===== src/rtl/cache_defs_pkg.sv =====
// Shared instruction-cache definitions: default widths, line/word offset
// constants and the refill FSM state type.
package cache_defs;

  localparam int ADDR_W_DEF     = 32;
  localparam int LINE_W_DEF     = 128;
  localparam int BEAT_W_DEF     = 32;
  localparam int BEATS_PER_LINE = 4;
  localparam int WORD_OFF_LSB   = 2;
  localparam int WORD_OFF_MSB   = 3;
  localparam int LINE_OFF_W     = 4;

  typedef enum logic [1:0] {
    IDLE = 2'd0,
    FILL = 2'd1,
    DONE = 2'd2
  } type_icache_refill_states_e;

endpackage


===== src/rtl/icache_refill_unit.sv =====
// Instruction-cache line refill: fetches four beats, assembles the line, pulses done.
// Optional ICACHE_CRITICAL_WORD_FIRST_EN: start at the missed word and expose it early.
//
// state | meaning
// IDLE  | waiting for a miss; line register holds the previous line
// FILL  | requesting beats, one slot written per ack
// DONE  | one-cycle line write enable to the datapath
module icache_refill_unit
  import cache_defs::*;
#(
  parameter int ADDR_W = ADDR_W_DEF,
  parameter int LINE_W = LINE_W_DEF,
  parameter int BEAT_W = BEAT_W_DEF
) (
  input  logic              clk_i,
  input  logic              rst_ni,
  input  logic              refill_req_i,
  input  logic [ADDR_W-1:0] refill_addr_i,
  input  logic              flush_i,
  output logic              refill_busy_o,
  output logic              refill_done_o,
  output logic [LINE_W-1:0] refill_line_o,
  output logic              mem_req_o,
  output logic [ADDR_W-1:0] mem_addr_o,
  input  logic              mem_ack_i,
  input  logic [BEAT_W-1:0] mem_rdata_i
`ifdef ICACHE_CRITICAL_WORD_FIRST_EN
  ,
  output logic              crit_valid_o,
  output logic [BEAT_W-1:0] crit_word_o
`endif
);

  type_icache_refill_states_e state_q;
  logic [1:0]                 beat_cnt_q;
  logic [1:0]                 start_q;
  logic [1:0]                 start_d;
  logic [1:0]                 word;
  logic [ADDR_W-1:LINE_OFF_W] tag_q;
  logic [LINE_W-1:0]          line_q;
  logic                       unused_addr_lsbs;

  function automatic logic [ADDR_W-1:0] beat_addr(input logic [ADDR_W-1:LINE_OFF_W] tag,
                                                  input logic [1:0] w);
    return {tag, w, 2'b00};
  endfunction

  // Slot index wraps naturally in two bits, giving the modulo-4 beat order.
  assign word             = start_q + beat_cnt_q;
  assign refill_line_o    = line_q;
  assign unused_addr_lsbs = ^refill_addr_i[LINE_OFF_W-1:0];

`ifdef ICACHE_CRITICAL_WORD_FIRST_EN
  assign start_d      = refill_addr_i[WORD_OFF_MSB:WORD_OFF_LSB];
  assign crit_valid_o = (state_q == FILL) && (beat_cnt_q == 2'd0) && mem_ack_i && !flush_i;
  assign crit_word_o  = mem_rdata_i;
`else
  assign start_d      = 2'd0;
`endif

  always_ff @(posedge clk_i) begin
    if (!rst_ni) begin
      state_q       <= IDLE;
      beat_cnt_q    <= 2'd0;
      start_q       <= 2'd0;
      tag_q         <= '0;
      line_q        <= '0;
      mem_req_o     <= 1'b0;
      mem_addr_o    <= '0;
      refill_done_o <= 1'b0;
      refill_busy_o <= 1'b0;
    end else if (flush_i) begin
      // Flush wins over a same-cycle ack or request; that beat is dropped.
      state_q       <= IDLE;
      beat_cnt_q    <= 2'd0;
      mem_req_o     <= 1'b0;
      mem_addr_o    <= '0;
      refill_done_o <= 1'b0;
      refill_busy_o <= 1'b0;
    end else begin
      unique case (state_q)
        IDLE: begin
          refill_done_o <= 1'b0;
          if (refill_req_i) begin
            state_q       <= FILL;
            tag_q         <= refill_addr_i[ADDR_W-1:LINE_OFF_W];
            start_q       <= start_d;
            beat_cnt_q    <= 2'd0;
            mem_req_o     <= 1'b1;
            mem_addr_o    <= beat_addr(refill_addr_i[ADDR_W-1:LINE_OFF_W], start_d);
            refill_busy_o <= 1'b1;
          end
        end
        FILL: begin
          if (mem_ack_i) begin
            line_q[32'(word)*BEAT_W +: BEAT_W] <= mem_rdata_i;
            beat_cnt_q <= beat_cnt_q + 2'd1;
            if (beat_cnt_q == 2'd3) begin
              state_q       <= DONE;
              mem_req_o     <= 1'b0;
              mem_addr_o    <= '0;
              refill_done_o <= 1'b1;
            end else begin
              mem_addr_o <= beat_addr(tag_q, word + 2'd1);
            end
          end
        end
        DONE: begin
          state_q       <= IDLE;
          refill_done_o <= 1'b0;
          refill_busy_o <= 1'b0;
        end
        default: state_q <= IDLE;
      endcase
    end
  end

endmodule


===== config.mk =====
export PLATFORM = sky130hd
export DESIGN_NAME = icache_refill_unit
export DESIGN_NICKNAME = d
export VERILOG_FILES = /design/src/rtl/cache_defs_pkg.sv /design/src/rtl/icache_refill_unit.sv
export SDC_FILE = /design/constraint.sdc
export NUM_CORES = 1
export LEC_CHECK = 0
export ABC_AREA = 1
export CAP_MARGIN = 25
export CORE_AREA = 4 4 181 227
export DETAILED_ROUTE_END_ITERATION = 8
export DIE_AREA = 0 0 185 231
export SYNTH_ARGS = -nofsm -noshare
export SYNTH_HDL_FRONTEND = slang
export SYNTH_SLANG_ARGS = --single-unit

===== constraint.sdc =====
create_clock -name clk_i -period 2.1 [get_ports clk_i]
set_input_delay 0.63 -clock clk_i [delete_from_list [all_inputs] [get_ports clk_i]]
set_output_delay 0.63 -clock clk_i [all_outputs]
set_load 0.1 [all_outputs]

# [Yosys cells after proc, flatten, opt, wreduce, memory -nomap -nowiden]
# Cells that the tools add are included.
[totals] output_inout_bits=163 regBits=195
[op_classes] bitwise=2 eq_ne=6 mux=20 add_sub_neg=2 shift=2 n_reduce_logical=13
[op_table] cell="$bwmux W128" n=1
[op_table] cell="$shift A32 B34 Y128 const A" n=1
[op_table] cell="$shiftx A32 B34 Y128" n=1
[op_table] cell="$mux W32" n=3
[op_table] cell="$pmux W32 S2" n=1
[op_table] cell="$neg A7 Y34" n=1
[op_table] cell="$reduce_and A3 Y1" n=5
[op_table] cell="$mux W2" n=5
[op_table] cell="$pmux W2 S2" n=2
[op_table] cell="$ne A2 B2 Y1 const B" n=3
[op_table] cell="$pmux W1 S2" n=3
[op_table] cell="$reduce_bool A2 Y1" n=3
[op_table] cell="$mux W1" n=5
[op_table] cell="$eq A2 B2 Y1 const B" n=2
[op_table] cell="$reduce_and A4 Y1" n=1
[op_table] cell="$reduce_or A2 Y1" n=2
[op_table] cell="$add A2 B1 Y2 const B" n=1
[op_table] cell="$eq A2 B1 Y1 const B" n=1
[op_table] cell="$logic_not A2 Y1" n=1
[op_table] cell="$not A1 Y1" n=2
[op_table] cell="$reduce_and A2 Y1" n=1

# [Logic depth before layout (Yosys ltp)]
# Gate-level depths: netlist (run 1).
[logic_depth] ltp_word=4 ltp_mapped=12 depth_no_buf=9

# [Worst setup path before layout (run 1)]
# No wires, ideal clock.
[synth_timing] path_kind="reg2reg" from="register beat_cnt_q[0]" to="register line_q[72] (netlist: refill_line_o[72])" synth_period_minus_slack_ns=2.300 stages_incl_launch_ff=12 setup_slack_ns=-0.200 arrival_time_ns=2.187 path_buffers=3 t_required_ns=1.987 path_cell_list="dfxtp_1 -> buf_2 -> clkinv_1 -> clkbuf_1 -> ha_1 -> nand2_1 -> clkinv_1 -> nand2_2 -> buf_2 -> nor2_1 -> nor2_1 -> nor2_1"
[synth_between] elab_chain_cells=3 word_cells_on_any_way=4 cone_classes="add/sub: 1; shift: 2; mux: 1"
[synth_lines] item="from (decl)" line="icache_refill_unit.sv:35" source="logic [1:0] beat_cnt_q;"
[synth_lines] item="from (signal assigned)" line="icache_refill_unit.sv:97" source="beat_cnt_q <= beat_cnt_q + 2'd1;"
[synth_lines] item="$neg A7 Y34 (*)" line="icache_refill_unit.sv:96" source="line_q[32'(word)*BEAT_W +: BEAT_W] <= mem_rdata_i;"
[synth_lines] item="$shiftx A32 B34 Y128 or $shift A32 B34 Y128 (tied branches)" line="icache_refill_unit.sv:96"
[synth_lines] item="$bwmux W128 (*)" line="icache_refill_unit.sv:96"
[synth_lines] item="to (signal, indexed assignment)" line="icache_refill_unit.sv:96"
[synth_lines] item="to (decl)" line="icache_refill_unit.sv:40" source="logic [LINE_W-1:0] line_q;"
# Every way passes the cells marked *; elsewhere a longest branch is shown, timed or not.
# A chain may end at the register's enable or synchronous reset.

# [Worst setup path after layout (run 1)]
[layout_timing] from="register beat_cnt_q[0]" to="register line_q[101] (netlist: refill_line_o[101])"
# Same word-level chain as after synthesis.

==> impl_metrics.py, run 1 <==
metrics = {
    "pwr": {
        "p_per_area_nw_per_um2": 602,
        "power_mw": 8.46,
        "ir_drop_v": 0.000525,
        "power_leakage_nw": 6.26,
    },
    "synthesis": {
        "yosys_warnings": 0,
        "syn_area_per_cell_um2": 6.29,
        "ys_seq_area_frac": 0.433,
        "yosys.area_share.simple": 0.388,
        "synth_xor_area_frac": 0,
        "synthArstFlopShare": 0,
        "synthCells": 1410,
        "synth_ff_type": "dfxtp_1",
        "synth_top_area_share": 0.433,
        "synth_edf_count": 0,
        "synthTopCellsByArea": "dfxtp_1 43%, nor2_1 16%, nand2_1 15%",
        "synthMuxAreaShare": 0,
        "synth.distinct_cells": 26,
        "synth_top_family_by_area": "simple AND/OR/NAND/NOR gates",
        "synth_area_um2": 8870,
        "synth-seq-cells": 192,
        "synth_compound_area_frac": 0.0553,
        "synth_top_area_cell": "dfxtp_1",
        "synthAdderAreaFrac": 0.00846,
    },
    "run_status": {
        "status": "finished clean",
    },
    "layout": {
        "final_cell_mix": "372 x nor2_1, 362 x nand2_1, 192 x dfxtp_1",
        "final_cells": 2123,
        "syn2layout_area_growth_pct": 58.3,
        "final_design_area_no_fill_um2": 14000,
        "final_util": 0.361,
        "layout.cells.most_common": "nor2_1",
        "drive_gt1_frac": 0.157,
        "fillers": 4046,
        "layout.nets": 1685,
    },
    "placement": {
        "port_buffers": 225,
        "dp_hpwl_um": 23800,
        "place_inst": 2089,
        "place_area_um2": 13400,
        "place.gp.congestion": 0.807,
        "post-place-ws_ns": -0.0675,
    },
    "grt": {
        "grt_pass1_vias": 8506,
        "use_met2": 0.256,
        "track_usage": 0.147,
        "grt_antenna_before_repair": 3,
        "grt_start_max_net_pins": 60,
        "met1_usage": 0.173,
        "use_met3": 0.0482,
        "grt_pass1_wl_um": 48800,
        "busiest_layer": "met2",
        "gr-total-overflow": 0,
    },
    "setup_path": {
        "arrival_ns": 2.29,
        "path_max_fanout": 10,
        "critical_path.startpoint_type": "flip-flop",
        "r2r_start": "beat_cnt_q[0]",
        "worstSetupPathType": "reg -> reg",
        "worst_r2r_endpoint": "refill_line_o[101]",
        "reg2reg_depth": 9,
        "end_kind": "flip-flop",
        "ff2ff_setup_slack_ns": 0.18,
        "critPathRequiredTime_ns": 2.47,
    },
    "clock_tree": {
        "numCtsBuffers": 17,
        "cts_setup_buffers": 0,
        "cts_tree": "built",
        "clk_pin_slew_worst_paths_ns": 0.07,
        "htree_num_levels": 4,
        "clk_latency_ns": 0.44,
        "cts-resized-gates": 0,
        "cts_sinks": 192,
        "clk_path_buf_depth": 2,
        "cts_root_buf": "clkbuf_16",
        "cts_hold_buf": 0,
    },
    "min_path": {
        "min-delay-start": "tag_q[27]",
        "hold_depth": 2,
        "min_to": "tag_q[27]",
        "holdCritPathClass": "reg -> reg",
    },
    "detailed_routing": {
        "vias": 8881,
        "viasPerCell": 4.18,
        "first_pass_iters": 5,
        "post-route-drc-count": 0,
        "drt_iter0_markers": 654,
        "ant_nets": 0,
        "wl_per_cell_um": 15.0,
        "routed_wl_um": 31900,
    },
    "floorplanning": {
        "die_w_um": 185,
        "fp-row-count": 81,
        "start_util": 0.228,
        "io_pins": 232,
        "dieArea_um2": 42700,
        "die_h_um": 231,
        "core-area_um2": 38900,
    },
    "timing": {
        "worst_pin_slew_ns": 0.596,
        "setup_viol_count_final": 0,
        "drv_slew": 0,
        "hold_viol": 0,
        "timing.slew.headroom": 0.602,
        "finalCriticalPeriod_ns": 1.92,
        "rsz0062_at_grt": "no",
        "skew_ns": 0.0103,
        "worst_slack_ns": 0.182,
        "min_period_over_period": 0.913,
        "clock.fmax_mhz": 521,
    },
    "job": {
        "maxCapViolCount": 0,
    },
}
[power breakdown]
group	internal (mW)	leakage, nW	switching (mW)
Clock	1.92	0.303	1.58
Sequential	3.72	1.56	0.0648
Combinational	0.432	4.41	0.746
[logic make-up after synthesis]
logic type | count (synthesis)
adders and majority gates | 6
buffers and inverters | 260
and+or+nand+nor | 854
AOI/OAI and AO/OA | 97
DFF | 192
other | 1
[stage by stage]
step / hold slack, ns / TNS [ns]
after global placement: 0.462 / -0.799
after detailed placement: 0.476 / -1.65
final: 0.491 / 0
after floorplan: 0.455 / -0.266
after global routing: 0.509 / 0
after CTS: 0.492 / 0
[cell type report]
class                           instances  area (um^2)  area share
Tap cell                              498          623      0.0444
Antenna cell                            2         5.00    0.000356
Clock inverter                         15          195      0.0139
Inverter                              174          659      0.0469
Timing Repair Buffer                  266         4260       0.303
Multi-Input combinational cell        959         4040       0.287
Sequential cell                       192         3840       0.274
Clock buffer                           17          425      0.0303
[worst max path at each step]
stage / to / cells past startpoint / start / slack, ns
detailed placement: refill_line_o[48] / 8 / mem_ack_i / -0.07
finish: refill_line_o[101] / 9 / beat_cnt_q[0] / 0.18
global placement: refill_line_o[54] / 7 / mem_ack_i / -0.06
CTS: mem_addr_o[27] / 7 / mem_addr_o[3] / 0.08
global route: refill_line_o[123] / 10 / beat_cnt_q[0] / 0.008
floorplan: refill_line_o[124] / 10 / beat_cnt_q[0] / -0.03
[flip-flops by register name (all words and copies together), names as in the netlist]
register / count
state_q: 2
beat_cnt_q: 1
mem_req_o: 1
refill_busy_o: 1
mem_addr_o: 30
refill_done_o: 1
tag_q: 28
refill_line_o: 128
[critical path, stage by stage (launching register included)]
cell      delay [ns]
dfxtp_1         0.43
clkinv_2        0.10
ha_1            0.31
buf_4           0.16
nor2_2          0.16
inv_1           0.19
buf_4           0.21
nor2_1          0.14
nor2_1          0.07
nor2_1          0.09
[Yosys cell counts (2+ instances only)]
cell type  instances
inv_2              3
nand3b_1          28
ha_1               6
clkbuf_1          52
dfxtp_1          192
nand3_1           59
o21ai_0           55
buf_2             23
nor2_2             2
inv_1            169
buf_1              7
nor3_1            18
nand2_2            4
nor2_4             2
nand2_1          364
clkinv_1           2
nor2_1           375
buf_4              3
o21ai_1            2
a21oi_1           38
[metal layers]
metal / share of wire / vias up
li1: - / 4606
met1: 0.39 / 3977
met2: 0.50 / 267
met3: 0.088 / 25
met4: 0.016 / 6
met5: 0.0015 / -
(Power assumes the default switching activity.)
==> run 2, diff against run 1 <==
--- a/config.mk
+++ b/config.mk
@@ -8,6 +8,7 @@
 export ABC_AREA = 1
 export CAP_MARGIN = 25
 export CORE_AREA = 4 4 181 227
+export CTS_BUF_LIST = sky130_fd_sc_hd__clkbuf_16
 export DETAILED_ROUTE_END_ITERATION = 8
 export DIE_AREA = 0 0 185 231
 export SYNTH_ARGS = -nofsm -noshare
==> results of run 2 <==
No change in the layout: final DEF, timing and power equal those of run 1.
